**config.mk**
```make
export PLATFORM = sky130hd
export DESIGN_NAME = cipher_sched
export DESIGN_NICKNAME = d
export VERILOG_FILES = /design/src/rtl/cipher_pkg.sv /design/src/rtl/rr_arbiter3.sv /design/src/rtl/cipher_sched.sv
export SDC_FILE = /design/constraint.sdc
export NUM_CORES = 1
export LEC_CHECK = 0
export CAP_MARGIN = 20
export CORE_MARGIN = 10
export CORE_UTILIZATION = 33
export CTS_CLUSTER_DIAMETER = 200
export DETAILED_ROUTE_END_ITERATION = 10
export PLACE_DENSITY_LB_ADDON = 0.08
export SKIP_LAST_GASP = 1
export SLEW_MARGIN = 40
export SYNTH_ARGS = -nofsm -noshare
export SYNTH_HDL_FRONTEND = slang
export SYNTH_SLANG_ARGS = --single-unit
```
**constraint.sdc**
```tcl
create_clock -name clk_sys -period 2.9 [get_ports clk_sys]
set_clock_uncertainty 0.1 [all_clocks]
set_input_delay 0.435 -clock clk_sys [delete_from_list [all_inputs] [get_ports clk_sys]]
set_output_delay 0.435 -clock clk_sys [all_outputs]
set_load 0.1 [all_outputs]
```
**src/rtl/cipher_pkg.sv**
```systemverilog
// Shared encodings and scheduler state type for the cipher_sched slice.
package cipher_pkg;

    localparam int unsigned NUM_CIPHERS = 3;

    localparam logic [1:0] CIPHER_CAESAR  = 2'd0;
    localparam logic [1:0] CIPHER_SCYTALE = 2'd1;
    localparam logic [1:0] CIPHER_ZIGZAG  = 2'd2;

    typedef enum logic [1:0] {
        IDLE,
        GRANT,
        XFER,
        DRAIN
    } sched_state_t;

    function automatic logic [1:0] next_idx(input logic [1:0] idx);
        return (idx >= CIPHER_ZIGZAG) ? CIPHER_CAESAR : idx + 2'd1;
    endfunction

endpackage

```
**src/rtl/rr_arbiter3.sv**
```systemverilog
// Combinational round-robin pick over three requesters, searching upward from ptr_i with wrap.
module rr_arbiter3
    import cipher_pkg::*;
(
    input  logic [2:0] req_i,
    input  logic [1:0] ptr_i,
    output logic [1:0] gnt_o,
    output logic       found_o
);

    logic [1:0] idx;

    always_comb begin
        gnt_o   = '0;
        found_o = 1'b0;
        idx     = ptr_i;
        for (int unsigned i = 0; i < NUM_CIPHERS; i++) begin
            if (!found_o && req_i[idx]) begin
                gnt_o   = idx;
                found_o = 1'b1;
            end
            idx = next_idx(idx);
        end
    end

endmodule

```
**src/rtl/cipher_sched.sv**
```systemverilog
// Round-robin message scheduler in front of the cipher demux; paces words and drains engines.
// Optional per-requester message counters are enabled with CIPHER_SCHED_STATS_EN.
module cipher_sched
    import cipher_pkg::*;
#(
    parameter int unsigned MST_DWIDTH = 32,
    parameter int unsigned BEAT_GAP   = 4,
    parameter int unsigned MAX_WORDS  = 16
) (
    input  logic                    clk_sys,
    input  logic                    rst,
    input  logic [3*MST_DWIDTH-1:0] data_i,
    input  logic [2:0]              valid_i,
    input  logic [2:0]              last_i,
    output logic [2:0]              ready_o,
    input  logic [2:0]              busy_i,
    output logic [MST_DWIDTH-1:0]   data_o,
    output logic                    valid_o,
    output logic [1:0]              select_o,
    output logic                    err_o
`ifdef CIPHER_SCHED_STATS_EN
    ,
    output logic [15:0]             msg_cnt0_o,
    output logic [15:0]             msg_cnt1_o,
    output logic [15:0]             msg_cnt2_o
`endif
);

    localparam int unsigned WCNT_W = $clog2(MAX_WORDS + 1);
    localparam int unsigned GAP_W  = (BEAT_GAP > 1) ? $clog2(BEAT_GAP) : 1;
    localparam logic [GAP_W-1:0]  GAP_RELOAD = GAP_W'(BEAT_GAP - 1);
    localparam logic [WCNT_W-1:0] WCNT_MAX   = WCNT_W'(MAX_WORDS);

    sched_state_t          state_q, state_d;
    logic [1:0]            gnt_q, gnt_d;
    logic [1:0]            rr_ptr_q, rr_ptr_d;
    logic [WCNT_W-1:0]     word_cnt_q, word_cnt_d, word_cnt_inc;
    logic [GAP_W-1:0]      gap_cnt_q, gap_cnt_d;
    logic [MST_DWIDTH-1:0] data_q, data_d, word_in;
    logic                  valid_q, valid_d;
    logic [1:0]            select_q, select_d;
    logic                  err_q, err_d;
    logic                  drain_done;
    logic [1:0]            arb_gnt;
    logic                  arb_found;

    rr_arbiter3 u_arb (
        .req_i   (valid_i),
        .ptr_i   (rr_ptr_q),
        .gnt_o   (arb_gnt),
        .found_o (arb_found)
    );

    assign word_in      = data_i[gnt_q*MST_DWIDTH +: MST_DWIDTH];
    assign word_cnt_inc = word_cnt_q + 1'b1;

    always_comb begin
        state_d    = state_q;
        gnt_d      = gnt_q;
        rr_ptr_d   = rr_ptr_q;
        word_cnt_d = word_cnt_q;
        data_d     = data_q;
        valid_d    = 1'b0;
        select_d   = select_q;
        err_d      = 1'b0;
        ready_o    = '0;
        drain_done = 1'b0;
        // The pacing counter runs freely so gaps keep elapsing while the requester idles.
        gap_cnt_d  = (gap_cnt_q != '0) ? gap_cnt_q - 1'b1 : gap_cnt_q;

        case (state_q)
            IDLE: begin
                if (arb_found) begin
                    gnt_d    = arb_gnt;
                    select_d = arb_gnt;
                    state_d  = GRANT;
                end
            end
            GRANT: begin
                if (!busy_i[gnt_q]) begin
                    state_d = XFER;
                end
            end
            XFER: begin
                if (gap_cnt_q == '0) begin
                    ready_o[gnt_q] = 1'b1;
                    if (valid_i[gnt_q]) begin
                        data_d     = word_in;
                        valid_d    = 1'b1;
                        word_cnt_d = word_cnt_inc;
                        gap_cnt_d  = GAP_RELOAD;
                        if (last_i[gnt_q]) begin
                            state_d = DRAIN;
                        end else if (word_cnt_inc == WCNT_MAX) begin
                            err_d   = 1'b1;
                            state_d = DRAIN;
                        end
                    end
                end
            end
            DRAIN: begin
                drain_done = (gap_cnt_q == '0) && !busy_i[gnt_q];
                if (drain_done) begin
                    rr_ptr_d   = next_idx(gnt_q);
                    word_cnt_d = '0;
                    state_d    = IDLE;
                end
            end
            default: state_d = IDLE;
        endcase
    end

    always_ff @(posedge clk_sys) begin
        if (rst) begin
            state_q    <= IDLE;
            gnt_q      <= CIPHER_CAESAR;
            rr_ptr_q   <= CIPHER_CAESAR;
            word_cnt_q <= '0;
            gap_cnt_q  <= '0;
            data_q     <= '0;
            valid_q    <= 1'b0;
            select_q   <= CIPHER_CAESAR;
            err_q      <= 1'b0;
        end else begin
            state_q    <= state_d;
            gnt_q      <= gnt_d;
            rr_ptr_q   <= rr_ptr_d;
            word_cnt_q <= word_cnt_d;
            gap_cnt_q  <= gap_cnt_d;
            data_q     <= data_d;
            valid_q    <= valid_d;
            select_q   <= select_d;
            err_q      <= err_d;
        end
    end

    assign data_o   = data_q;
    assign valid_o  = valid_q;
    assign select_o = select_q;
    assign err_o    = err_q;

`ifdef CIPHER_SCHED_STATS_EN
    logic [15:0] msg_cnt_q [NUM_CIPHERS];
    logic [15:0] msg_cnt_d [NUM_CIPHERS];

    always_comb begin
        msg_cnt_d = msg_cnt_q;
        if (drain_done) begin
            msg_cnt_d[gnt_q] = msg_cnt_q[gnt_q] + 16'd1;
        end
    end

    always_ff @(posedge clk_sys) begin
        if (rst) begin
            msg_cnt_q <= '{default: '0};
        end else begin
            msg_cnt_q <= msg_cnt_d;
        end
    end

    assign msg_cnt0_o = msg_cnt_q[0];
    assign msg_cnt1_o = msg_cnt_q[1];
    assign msg_cnt2_o = msg_cnt_q[2];
`endif

endmodule

```
==> results.sh <==
export IMPL_area_growth_pct=60.1
export IMPL_regToRegSetupSlack_ns=0.73
export IMPL_io_pins=146
export IMPL_drtAntennaViolNets=0
export IMPL_netlist_instances=321
export IMPL_drc_errors=0
export IMPL_synth_edff_count=0
export IMPL_finalHoldViolCount=0
export IMPL_ctsHoldBuffers=0
export IMPL_r2r_cells=7
export IMPL_clkLatencyLatePin_ns=0.28
export IMPL_peakVddDrop_v=0.000228
export IMPL_die_area_sq_mm=0.0119
export IMPL_start_kind="register"
export IMPL_synth_top_cell_by_area="dfxtp_1"
export IMPL_dieHeight_microns=109
export IMPL_chipWidth_microns=109
export IMPL_clockPowerShare=0.163
export IMPL_cts_made_buffers=5
export IMPL_tritoncts="built"
export IMPL_layout_nets=567
export IMPL_path_class="register to primary output"
export IMPL_reg2reg_from="select_o[0]"
export IMPL_p_leak_uw=0.00157
export IMPL_yosysWarnings=0
export IMPL_max_freq_mhz=442
export IMPL_min_period_ns=2.26
export IMPL_worstHoldPathCells=2
export IMPL_yosysUniqueCellTypes=42
export IMPL_antenna_cells=0
export IMPL_netlist_area_sq_mm=0.00262
export IMPL_fp_row_count=32
export IMPL_hold_end="gap_cnt_q[1]"
export IMPL_yosys_area_top_type_share=0.359
export IMPL_r2r_end="word_cnt_q[4]"
export IMPL_numPortBuffers=145
export IMPL_root_buffer="clkbuf_8"
export IMPL_endpoint_kind="primary output"
export IMPL_cts_max_level=2
export IMPL_yosysSeqAreaShare=0.359
export IMPL_crit_path_max_fanout=7
export IMPL_vias=2776
export IMPL_viasPerCell=4.99
export IMPL_place_congestion=0.777
export IMPL_synth_main_ff_cell="dfxtp_1"
export IMPL_setup_tns_ns=0
export IMPL_grt_pass1_wl_microns=13900
export IMPL_synthArstFlopShare=0
export IMPL_cp_required_ns=2.37
export IMPL_grtUsageTotal=0.145
export IMPL_seqPwrFrac=0.289
export IMPL_p_int_uw=1490
export IMPL_tightest_slew_ns=0.506
export IMPL_finalMaxSlewViolations=0
export IMPL_syn_area_per_cell_sq_um=8.16
export IMPL_overflow=0
export IMPL_rsz0062_at_grt="false"
export IMPL_path_clk_slew_ns=0.08
export IMPL_ys_seq_elements=47
export IMPL_synth_area_leaders="dfxtp_1 (36%), mux2i_1 (13%), nor2_1 (9.9%)"
export IMPL_power_density_mw_per_mm2=671
export IMPL_arrival_ns=1.73
export IMPL_hold_path_startpoint="gap_cnt_q[0]"
export IMPL_finalCritPeriodShare=0.780
export IMPL_slew_headroom=0.661
export IMPL_pwr_share_comb=0.548
export IMPL_status="finished, final reports clean"
export IMPL_dr_pass1_iters=4
export IMPL_cts_path_max_buffers=2
export IMPL_syn_nets=434
export IMPL_antenna_found_initial=0
export IMPL_hold_path_class="register to register"
export IMPL_drive_gt1_frac=0.141
export IMPL_wl_per_cell_microns=16.4
export IMPL_cts_resized=0
export IMPL_drt_iter0_drc=90
export IMPL_grt_max_degree=41
export IMPL_drv_cap=0
export IMPL_p_sw_uw=1330
export IMPL_grt_pass1_vias=2717
export IMPL_setup_viol_count_final=0
export IMPL_swShare=0.471
export IMPL_clkSinkCount=47
export IMPL_core_area_sq_mm=0.00773
export IMPL_dp_hpwl_microns=7040
export IMPL_cts_setup_buffers=0
export IMPL_start_util=0.339
export IMPL_dpl_worst_slack_ns=0.419
export IMPL_drt_wl_total_microns=9110
export IMPL_layout_setup_ws_ns=0.639
cells in the final DEF, fill, tap and decap left out, types with 2 or more instances in the layout:
cell type,synthesis,final
nor4_1,5,5
nor3_1,35,34
dfxtp_1,47,45
inv_1,5,5
clkbuf_8,0,5
nand2b_1,2,2
a211oi_1,32,32
o211ai_1,2,2
or2_2,2,2
a32o_1,2,2
clkdlybuf4s50_1,0,105
dfxtp_2,0,2
a211o_1,3,3
mux2i_1,35,35
nor2b_2,0,2
ha_1,6,6
nor2b_1,4,2
buf_12,0,3
nor2_1,69,69
buf_4,1,43
a21oi_1,10,10
and3_1,5,4
nand3_1,4,4
nand3b_1,3,3
nand2_1,6,6
power groups by stage:
stage	Combinational (uW)	Clock, uW	Sequential (uW)
6_report	1540	458	814
5_1_grt	1660	499	829
4_1_cts	1560	473	815
3_5_place_dp	1560	0	830
3_3_place_gp	1550	0	824
2_1_floorplan	567	0	1390
metal layers:
| metal | up-vias | share of wire | global-route usage |
|---|---|---|---|
| li1 | 1421 | - | - |
| met1 | 1246 | 0.42 | 0.171 |
| met2 | 107 | 0.47 | 0.240 |
| met3 | 2 | 0.099 | 0.0637 |
| met4 | 0 | 0.0034 | 0.0226 |
| met5 | - | 0 | 0 |
worst max-delay path by stage:
stage          slack [ns]  depth (start not counted)    endpoint          from
5_1_grt              0.50                          4  ready_o[0]  gap_cnt_q[1]
4_1_cts              0.61                          5  ready_o[0]    state_q[0]
2_1_floorplan        0.16                          4  ready_o[2]   select_o[1]
3_3_place_gp         0.45                          6  state_q[0]    valid_i[0]
3_5_place_dp         0.42                          6  state_q[0]    valid_i[0]
6_report             0.64                          5  ready_o[0]    state_q[0]
critical path, cell delays in order (launching register included):
cell     delay (ns)
dfxtp_1        0.33
inv_1          0.13
ha_1           0.34
nand2_1        0.18
nor3_4         0.15
buf_4          0.31
layout make-up:
| type | instances | area (sq um) |
|---|---|---|
| clock inverters | 1 | 30.0 |
| flip-flops and latches | 47 | 943 |
| multi-input cells | 243 | 1560 |
| inverters | 5 | 18.8 |
| fillers | 731 | 3530 |
| clock buffers | 6 | 72.6 |
| well taps | 102 | 128 |
| repair buffers | 152 | 1440 |
cells by family after synthesis:
logic type / after synthesis / synth area share
mux: 36 / 0.139
fa+ha+maj: 6 / 0.0287
buf+inv: 31 / 0.0511
compound gates: 61 / 0.173
simple gates: 140 / 0.249
flops: 47 / 0.359
registers in the layout, indices dropped and copies added (netlist names):
register    flops
data_o         32
gap_cnt_q       2
state_q         2
word_cnt_q      5
rr_ptr_q        2
valid_o         1
select_o        2
err_o           1
synth_stat cells, types with 2 or more instances:
cell type	number
nand2b_1	2
nor2_1	69
nor4_1	5
nor2b_1	4
nand3b_1	3
nand3_1	4
a211oi_1	32
nand2_1	6
nor3_1	35
ha_1	6
a32o_1	2
clkbuf_1	15
a21oi_1	10
and3_1	5
or2_2	2
a211o_1	3
dfxtp_1	47
mux2i_1	35
buf_2	5
o211ai_1	2
buf_1	4
inv_1	5
per-stage QoR:
stage / power (uW) / instances / area, sq um / hold slack [ns] / util
2_1_floorplan: 1960 / 321 / 2630 / 0.350 / -
3_3_place_gp: 2380 / 549 / 4090 / 0.359 / 0.529
3_5_place_dp: 2390 / 549 / 4090 / 0.374 / 0.529
4_1_cts: 2850 / 556 / 4190 / 0.386 / 0.543
5_1_grt: 2980 / 556 / 4190 / 0.408 / 0.543
6_report: 2820 / 556 / 4190 / 0.382 / 0.543
(Power assumes the default switching activity.)
